$ cat src/rtl/bash_line_writer.sv
// bash_line_writer: buffers command output bytes in a first-word-fall-through
// FIFO and frames them into console lines (0x00 ends a line), then signals
// command completion with in_solved and waits for the console's out_solved.
module bash_line_writer #(
  parameter int FIFO_AW     = 8,
  parameter int TIMEOUT_CYC = 1024
) (
  input  logic             clk,
  input  logic             rst_n,
  input  logic             wr_en,
  input  logic [7:0]       wr_data,
  input  logic             cmd_done,
  output logic             fifo_full,
  output logic [FIFO_AW:0] fifo_count,
  output logic             overflow,
  input  logic             vm_line_busy,
  output logic [7:0]       lineIn,
  output logic             in_newASCII_ready,
  input  logic             lineIn_nextASCII,
  output logic             in_solved,
  input  logic             out_solved,
  output logic             busy,
  output logic             timeout_err
);

  localparam int DEPTH = 1 << FIFO_AW;
  localparam int TW    = $clog2(TIMEOUT_CYC) + 1;

  localparam logic [1:0] S_RUN   = 2'd0;
  localparam logic [1:0] S_TERM  = 2'd1;
  localparam logic [1:0] S_SOLVE = 2'd2;
  localparam logic [1:0] S_ACK   = 2'd3;

  localparam logic [7:0] CH_NUL = 8'h00;
  localparam logic [7:0] CH_LF  = 8'h0A;
  localparam logic [7:0] CH_CR  = 8'h0D;

  localparam logic [FIFO_AW:0]   CNT_ZERO  = {(FIFO_AW+1){1'b0}};
  localparam logic [FIFO_AW:0]   CNT_ONE   = {{FIFO_AW{1'b0}}, 1'b1};
  localparam logic [FIFO_AW:0]   CNT_FULL  = (FIFO_AW+1)'(DEPTH);
  localparam logic [FIFO_AW-1:0] PTR_ONE   = {{(FIFO_AW-1){1'b0}}, 1'b1};
  localparam logic [TW-1:0]      TMR_ZERO  = {TW{1'b0}};
  localparam logic [TW-1:0]      TMR_ONE   = {{(TW-1){1'b0}}, 1'b1};
  localparam logic [TW-1:0]      TMR_LAST  = TW'(TIMEOUT_CYC - 1);

  // Storage and registered state
  logic [7:0]         mem_q [DEPTH];
  logic [FIFO_AW-1:0] wr_ptr_q, wr_ptr_d;
  logic [FIFO_AW-1:0] rd_ptr_q, rd_ptr_d;
  logic [FIFO_AW:0]   count_q, count_d;
  logic               overflow_q, overflow_d;
  logic [1:0]         state_q, state_d;
  logic               done_pend_q, done_pend_d;
  logic               line_open_q, line_open_d;
  logic [TW-1:0]      timer_q, timer_d;
  logic               timeout_err_q, timeout_err_d;

  // Decoded FIFO/handshake conditions
  logic [7:0] head_s;
  logic       empty_s;
  logic       full_s;
  logic       skip_s;
  logic       pop_s;
  logic       push_s;

  assign head_s  = mem_q[rd_ptr_q];
  assign empty_s = (count_q == CNT_ZERO);
  assign full_s  = (count_q == CNT_FULL);
  // CR and NUL at the head are discarded without being shown to the console
  assign skip_s  = (head_s == CH_CR) || (head_s == CH_NUL);

  // FIFO pointer/count bookkeeping, overflow detection and pop/push decisions
  always_comb begin
    pop_s      = (state_q == S_RUN) && !empty_s && (skip_s || lineIn_nextASCII);
    // a full FIFO can still take a byte when the head leaves in the same cycle
    push_s     = wr_en && (!full_s || pop_s);
    overflow_d = overflow_q || (wr_en && full_s && !pop_s);

    if (push_s) begin
      wr_ptr_d = wr_ptr_q + PTR_ONE;
    end else begin
      wr_ptr_d = wr_ptr_q;
    end

    if (pop_s) begin
      rd_ptr_d = rd_ptr_q + PTR_ONE;
    end else begin
      rd_ptr_d = rd_ptr_q;
    end

    case ({push_s, pop_s})
      2'b10:   count_d = count_q + CNT_ONE;
      2'b01:   count_d = count_q - CNT_ONE;
      default: count_d = count_q;
    endcase
  end

  // Line framing, completion bookkeeping and the solve/ack state machine
  always_comb begin
    state_d       = state_q;
    line_open_d   = line_open_q;
    timer_d       = timer_q;
    timeout_err_d = timeout_err_q;

    if (cmd_done) begin
      done_pend_d = 1'b1;
    end else if (state_q == S_SOLVE) begin
      done_pend_d = 1'b0;
    end else begin
      done_pend_d = done_pend_q;
    end

    case (state_q)
      S_RUN: begin
        if (pop_s) begin
          if (head_s == CH_LF) begin
            line_open_d = 1'b0;
          end else if (!skip_s) begin
            line_open_d = 1'b1;
          end else begin
            line_open_d = line_open_q;
          end
        end else begin
          line_open_d = line_open_q;
        end
        if (done_pend_q && empty_s && line_open_q && !pop_s) begin
          state_d = S_TERM;
        end else if (done_pend_q && empty_s && !line_open_q) begin
          state_d = S_SOLVE;
        end else begin
          state_d = S_RUN;
        end
      end
      S_TERM: begin
        if (lineIn_nextASCII) begin
          state_d     = S_SOLVE;
          line_open_d = 1'b0;
        end else begin
          state_d = S_TERM;
        end
      end
      S_SOLVE: begin
        timer_d = TMR_ZERO;
        state_d = S_ACK;
      end
      S_ACK: begin
        timer_d = timer_q + TMR_ONE;
        if (out_solved) begin
          state_d = S_RUN;
        end else if (timer_q == TMR_LAST) begin
          timeout_err_d = 1'b1;
          state_d       = S_RUN;
        end else begin
          state_d = S_ACK;
        end
      end
      default: begin
        state_d = S_RUN;
      end
    endcase
  end

  // FIFO data storage (contents need no reset; validity comes from count)
  always_ff @(posedge clk) begin
    if (push_s) begin
      mem_q[wr_ptr_q] <= wr_data;
    end
  end

  // State registers with asynchronous reset
  always_ff @(posedge clk or negedge rst_n) begin
    if (!rst_n) begin
      wr_ptr_q      <= {FIFO_AW{1'b0}};
      rd_ptr_q      <= {FIFO_AW{1'b0}};
      count_q       <= CNT_ZERO;
      overflow_q    <= 1'b0;
      state_q       <= S_RUN;
      done_pend_q   <= 1'b0;
      line_open_q   <= 1'b0;
      timer_q       <= TMR_ZERO;
      timeout_err_q <= 1'b0;
    end else begin
      wr_ptr_q      <= wr_ptr_d;
      rd_ptr_q      <= rd_ptr_d;
      count_q       <= count_d;
      overflow_q    <= overflow_d;
      state_q       <= state_d;
      done_pend_q   <= done_pend_d;
      line_open_q   <= line_open_d;
      timer_q       <= timer_d;
      timeout_err_q <= timeout_err_d;
    end
  end

  // Console-facing outputs decoded from registered state and the FIFO head;
  // lineIn is forced to 0x00 while the FIFO is empty so stale memory never shows
  always_comb begin
    if ((state_q == S_TERM) || empty_s || (head_s == CH_LF)) begin
      lineIn = CH_NUL;
    end else begin
      lineIn = head_s;
    end
    in_newASCII_ready = ((state_q == S_RUN) && !empty_s && !vm_line_busy && !skip_s)
                        || (state_q == S_TERM);
    in_solved         = (state_q == S_SOLVE);
    busy              = !empty_s || done_pend_q || (state_q != S_RUN);
  end

  assign fifo_full   = full_s;
  assign fifo_count  = count_q;
  assign overflow    = overflow_q;
  assign timeout_err = timeout_err_q;

endmodule

$ cat config.mk
export PLATFORM = sky130hd
export DESIGN_NAME = bash_line_writer
export DESIGN_NICKNAME = d
export VERILOG_FILES = /design/src/rtl/bash_line_writer.sv
export SDC_FILE = /design/constraint.sdc
export NUM_CORES = 2
export LEC_CHECK = 0
export CAP_MARGIN = 5
export CORE_ASPECT_RATIO = 0.5
export CORE_MARGIN = 2
export CORE_UTILIZATION = 40
export DETAILED_ROUTE_END_ITERATION = 12
export PLACE_DENSITY = 0.57
export SLEW_MARGIN = 15
export SYNTH_ARGS = -nofsm -noshare
export SYNTH_HDL_FRONTEND = slang
export SYNTH_SLANG_ARGS = --single-unit
$ cat constraint.sdc
create_clock -name clk -period 7.2 [get_ports clk]
set_input_delay 1.08 -clock clk [delete_from_list [all_inputs] [get_ports clk]]
set_output_delay 1.08 -clock clk [all_outputs]
set_load 0.03 [all_outputs]
==> flow_metrics.py <==
metrics = {
    "cts": {
        "cts_hold_buffers": 0,
        "cts.path.max_buffers": 4,
        "htreeDepth": 4,
        "cts_root_buf": "clkbuf_16",
        "clk_pin_slew_ps": 60,
        "cts.sinks": 2090,
        "cts_buffers": 197,
        "worstSkewPairLatency_ps": 860,
        "cts_tree": "yes",
    },
    "timing": {
        "min_period_ps": 7070,
        "min_period_over_period_pct": 98.2,
        "setup_slack_ps": 127,
        "rsz0062_at_grt": "no",
        "maxSlewViolCount": 0,
        "fmax_mhz": 141,
        "relSlewSlack_pct": 19.3,
        "tns_ps": 0,
        "worst_pin_slew_ps": 1210,
        "whs_ps": 284,
        "hold_viol": 0,
        "fin_skew_ps": 54.0,
        "setup_violations": 0,
    },
    "drt": {
        "final_antenna_net_count": 0,
        "routed_via_density": 5.87,
        "vias": 42300,
        "wl_per_cell_um": 31.9,
        "wl_um": 230000,
        "dr.pass1.iters": 9,
        "drc": 0,
        "drt_iter0_drc": 5717,
    },
    "finish": {
        "drive_gt1_share_pct": 26.5,
        "areaGrowthSynthToFinish_pct": 14.3,
        "fin_nets": 4357,
        "final_cells": 7208,
        "finish.utilization_pct": 46.0,
        "final_area_um2": 93700,
        "multi_input_area_um2": 18200,
        "seq_area_um2": 62600,
        "fillCellCount": 16900,
    },
    "power_and_ir_drop": {
        "p_per_area_nw_per_um2": 368,
        "leakage_nw": 29.7,
        "fin_total_pwr_mw": 34.5,
        "vdd_drop_max_uv": 252,
    },
    "synthesis": {
        "netlist-cell-type-count": 78,
        "ys_warn_count": 0,
        "ys_seq_area_share_pct": 76.3,
        "synth_ff_type": "edfxtp_1",
        "synth_async_sr_flop_share_pct": 2.01,
        "syn_avg_cell_area_um2": 20.7,
        "synth_nets": 3994,
        "synth_seq_cells": 2090,
        "synth_edf_count": 2048,
        "synth_cells": 3965,
        "syn-cell-area_um2": 82000,
    },
    "placement": {
        "place_area_um2": 87700,
        "dp.cells": 6862,
        "io_buffers": 37,
        "post-dp-hpwl_um": 143000,
        "dp_slack_ps": 260,
        "gp_congestion": 0.889,
    },
    "die": {
        "chipHeight_um": 324,
        "die_w_um": 644,
        "core_area_um2": 204000,
        "num_io_pins": 38,
        "die-area_um2": 209000,
        "initial_core_util_pct": 40.3,
        "core.rowCount": 117,
    },
    "worst_setup_path": {
        "cp-end-kind": "output port",
        "crit_top_cell": "buf_4",
        "path_class": "reg2out",
        "reg2reg_depth": 21,
        "crit_arrival_ps": 5990,
        "crit_path_start": "rd_ptr_q[4]",
        "r2r_slack_ps": 280,
        "crit_chain": "or3b_2 > nor2_1 > a22oi_1 > o211ai_1 > o41a_1 > a32oi_1 > or3_1 > a211oi_2 > buf_4 > nor3_1 > o21a_1 > buf_4",
        "cp-endpoint": "in_newASCII_ready",
        "reg2reg_from": "rd_ptr_q[4]",
        "slowest_delay_ps": 950,
        "r2r_end": "fifo_count[8]",
        "crit_path_top_delay_cell": "nor2_1",
        "worstPathRequired_ps": 6120,
        "start_kind": "register",
        "worst-path-max-fanout": 21,
    },
    "global_route": {
        "grt_overflow_total": 0,
        "grt_pass1_wl_um": 324000,
        "antenna_found_initial": 18,
        "grt_usage_pct": 21.9,
        "grt_start_max_net_pins": 207,
        "grt_pass1_vias": 42200,
    },
    "run_status": {
        "outcome": "finished, final reports clean",
    },
    "min_path": {
        "hold_class": "in2async",
    },
    "job": {
        "drv_cap": 0,
    },
}
==> worst max-delay path, delay by kind of cell, from the launching register on <==
| kind | cells | cell delay [ps] |
|---|---|---|
| simple gates | 4 | 2290 |
| compound gates | 6 | 1810 |
| flops | 1 | 590 |
| buf+inv | 2 | 420 |
==> cells by family after synthesis <==
kind of cell	after synthesis	share of synthesized area (%)
compound gates	331	2.87
flops	2090	76.3
mux	654	15.5
fa+ha+maj	14	0.223
buf+inv	269	1.68
simple gates	582	3.23
xor+xnor	25	0.267
==> placed cells by master (no fill, tap or decap), drive strengths merged, types with 32 or more instances in the layout <==
| master | Yosys | routed |
|---|---|---|
| nand2 | 88 | 88 |
| nor2 | 317 | 317 |
| mux2i | 151 | 151 |
| a21oi | 57 | 57 |
| edfxtp | 2048 | 2048 |
| o22ai | 32 | 32 |
| dfrtp | 42 | 42 |
| mux4 | 490 | 490 |
| buf | 150 | 381 |
| clkbuf | 96 | 267 |
| clkinv | 1 | 63 |
| a22oi | 96 | 96 |
==> sequential cells by signal, summed over array words and instances, names as in the netlist <==
signal       flops
fifo_count       9
state_q          2
line_open_q      1
wr_ptr_q         8
rd_ptr_q         8
timer_q         11
mem_q         2048
timeout_err      1
done_pend_q      1
overflow         1
==> worst min-delay path by stage <==
stage	from	to	slack (ps)
finish	rst_n	wr_ptr_q[0]	280
detailed placement	overflow	overflow	450
global placement	overflow	overflow	440
global route	rst_n	wr_ptr_q[0]	290
CTS	rst_n	wr_ptr_q[0]	450
floorplan	timer_q[0]	timer_q[0]	480
==> synth_stat cells (9+ instances only) <==
cell,n,area (µm²)
buf_6,22,248
nand4_1,12,75.1
and3_1,9,56.3
a22o_1,14,123
a21oi_1,57,285
o21ai_0,29,145
nand3_1,30,150
a22oi_1,96,721
or4_1,9,67.6
nor2_1,307,1150
nand2_1,88,330
a221oi_1,16,140
clkbuf_1,96,360
nor2_2,10,62.6
nor3_1,24,120
ha_1,13,163
edfxtp_1,2048,61500
mux2_2,13,146
xnor2_1,11,96.3
inv_1,20,75.1
buf_1,24,90.1
a31oi_1,10,62.6
nand2b_1,19,119
xor2_1,14,123
a211oi_1,11,82.6
mux4_2,490,11000
nor2b_1,16,100
dfrtp_1,42,1050
nor4_1,10,62.6
buf_2,74,370
mux2i_1,151,1510
buf_4,30,225
or3_1,16,100
o22ai_1,32,200
==> layout make-up <==
| type | instances | area share (%) |
|---|---|---|
| Inverter | 23 | 0.0948 |
| Clock buffer | 259 | 5.57 |
| Tap cell | 2737 | 3.65 |
| Multi-Input combinational cell | 1606 | 19.4 |
| Clock inverter | 82 | 0.814 |
| Antenna cell | 1 | 0.00267 |
| Timing Repair Buffer | 410 | 3.74 |
| Sequential cell | 2090 | 66.7 |
==> layer usage <==
metal  share of wire (%)  wire, µm  track usage [%]
met1                  42     96100             31.8
met2                  45    103000             33.3
met3                  11     24800             5.50
met4                 2.7      6140             5.53
met5               0.026        59                0
==> power by group <==
group / total, mW / leakage (nW) / internal, mW / switching [mW]
registers: 13.8 / 18.9 / 13.5 / 0.288
clock network: 9.98 / 2.92 / 5.59 / 4.39
logic: 10.6 / 7.84 / 4.24 / 6.40
==> what timing repair did <==
item | in CTS | in global routing
setup endpoints to repair | 7 | 7
pin swaps | 0 | 1
setup buffers | 1 | 1
resized for setup | 5 | 1
No activity file was read; power rests on OpenSTA's default activity.
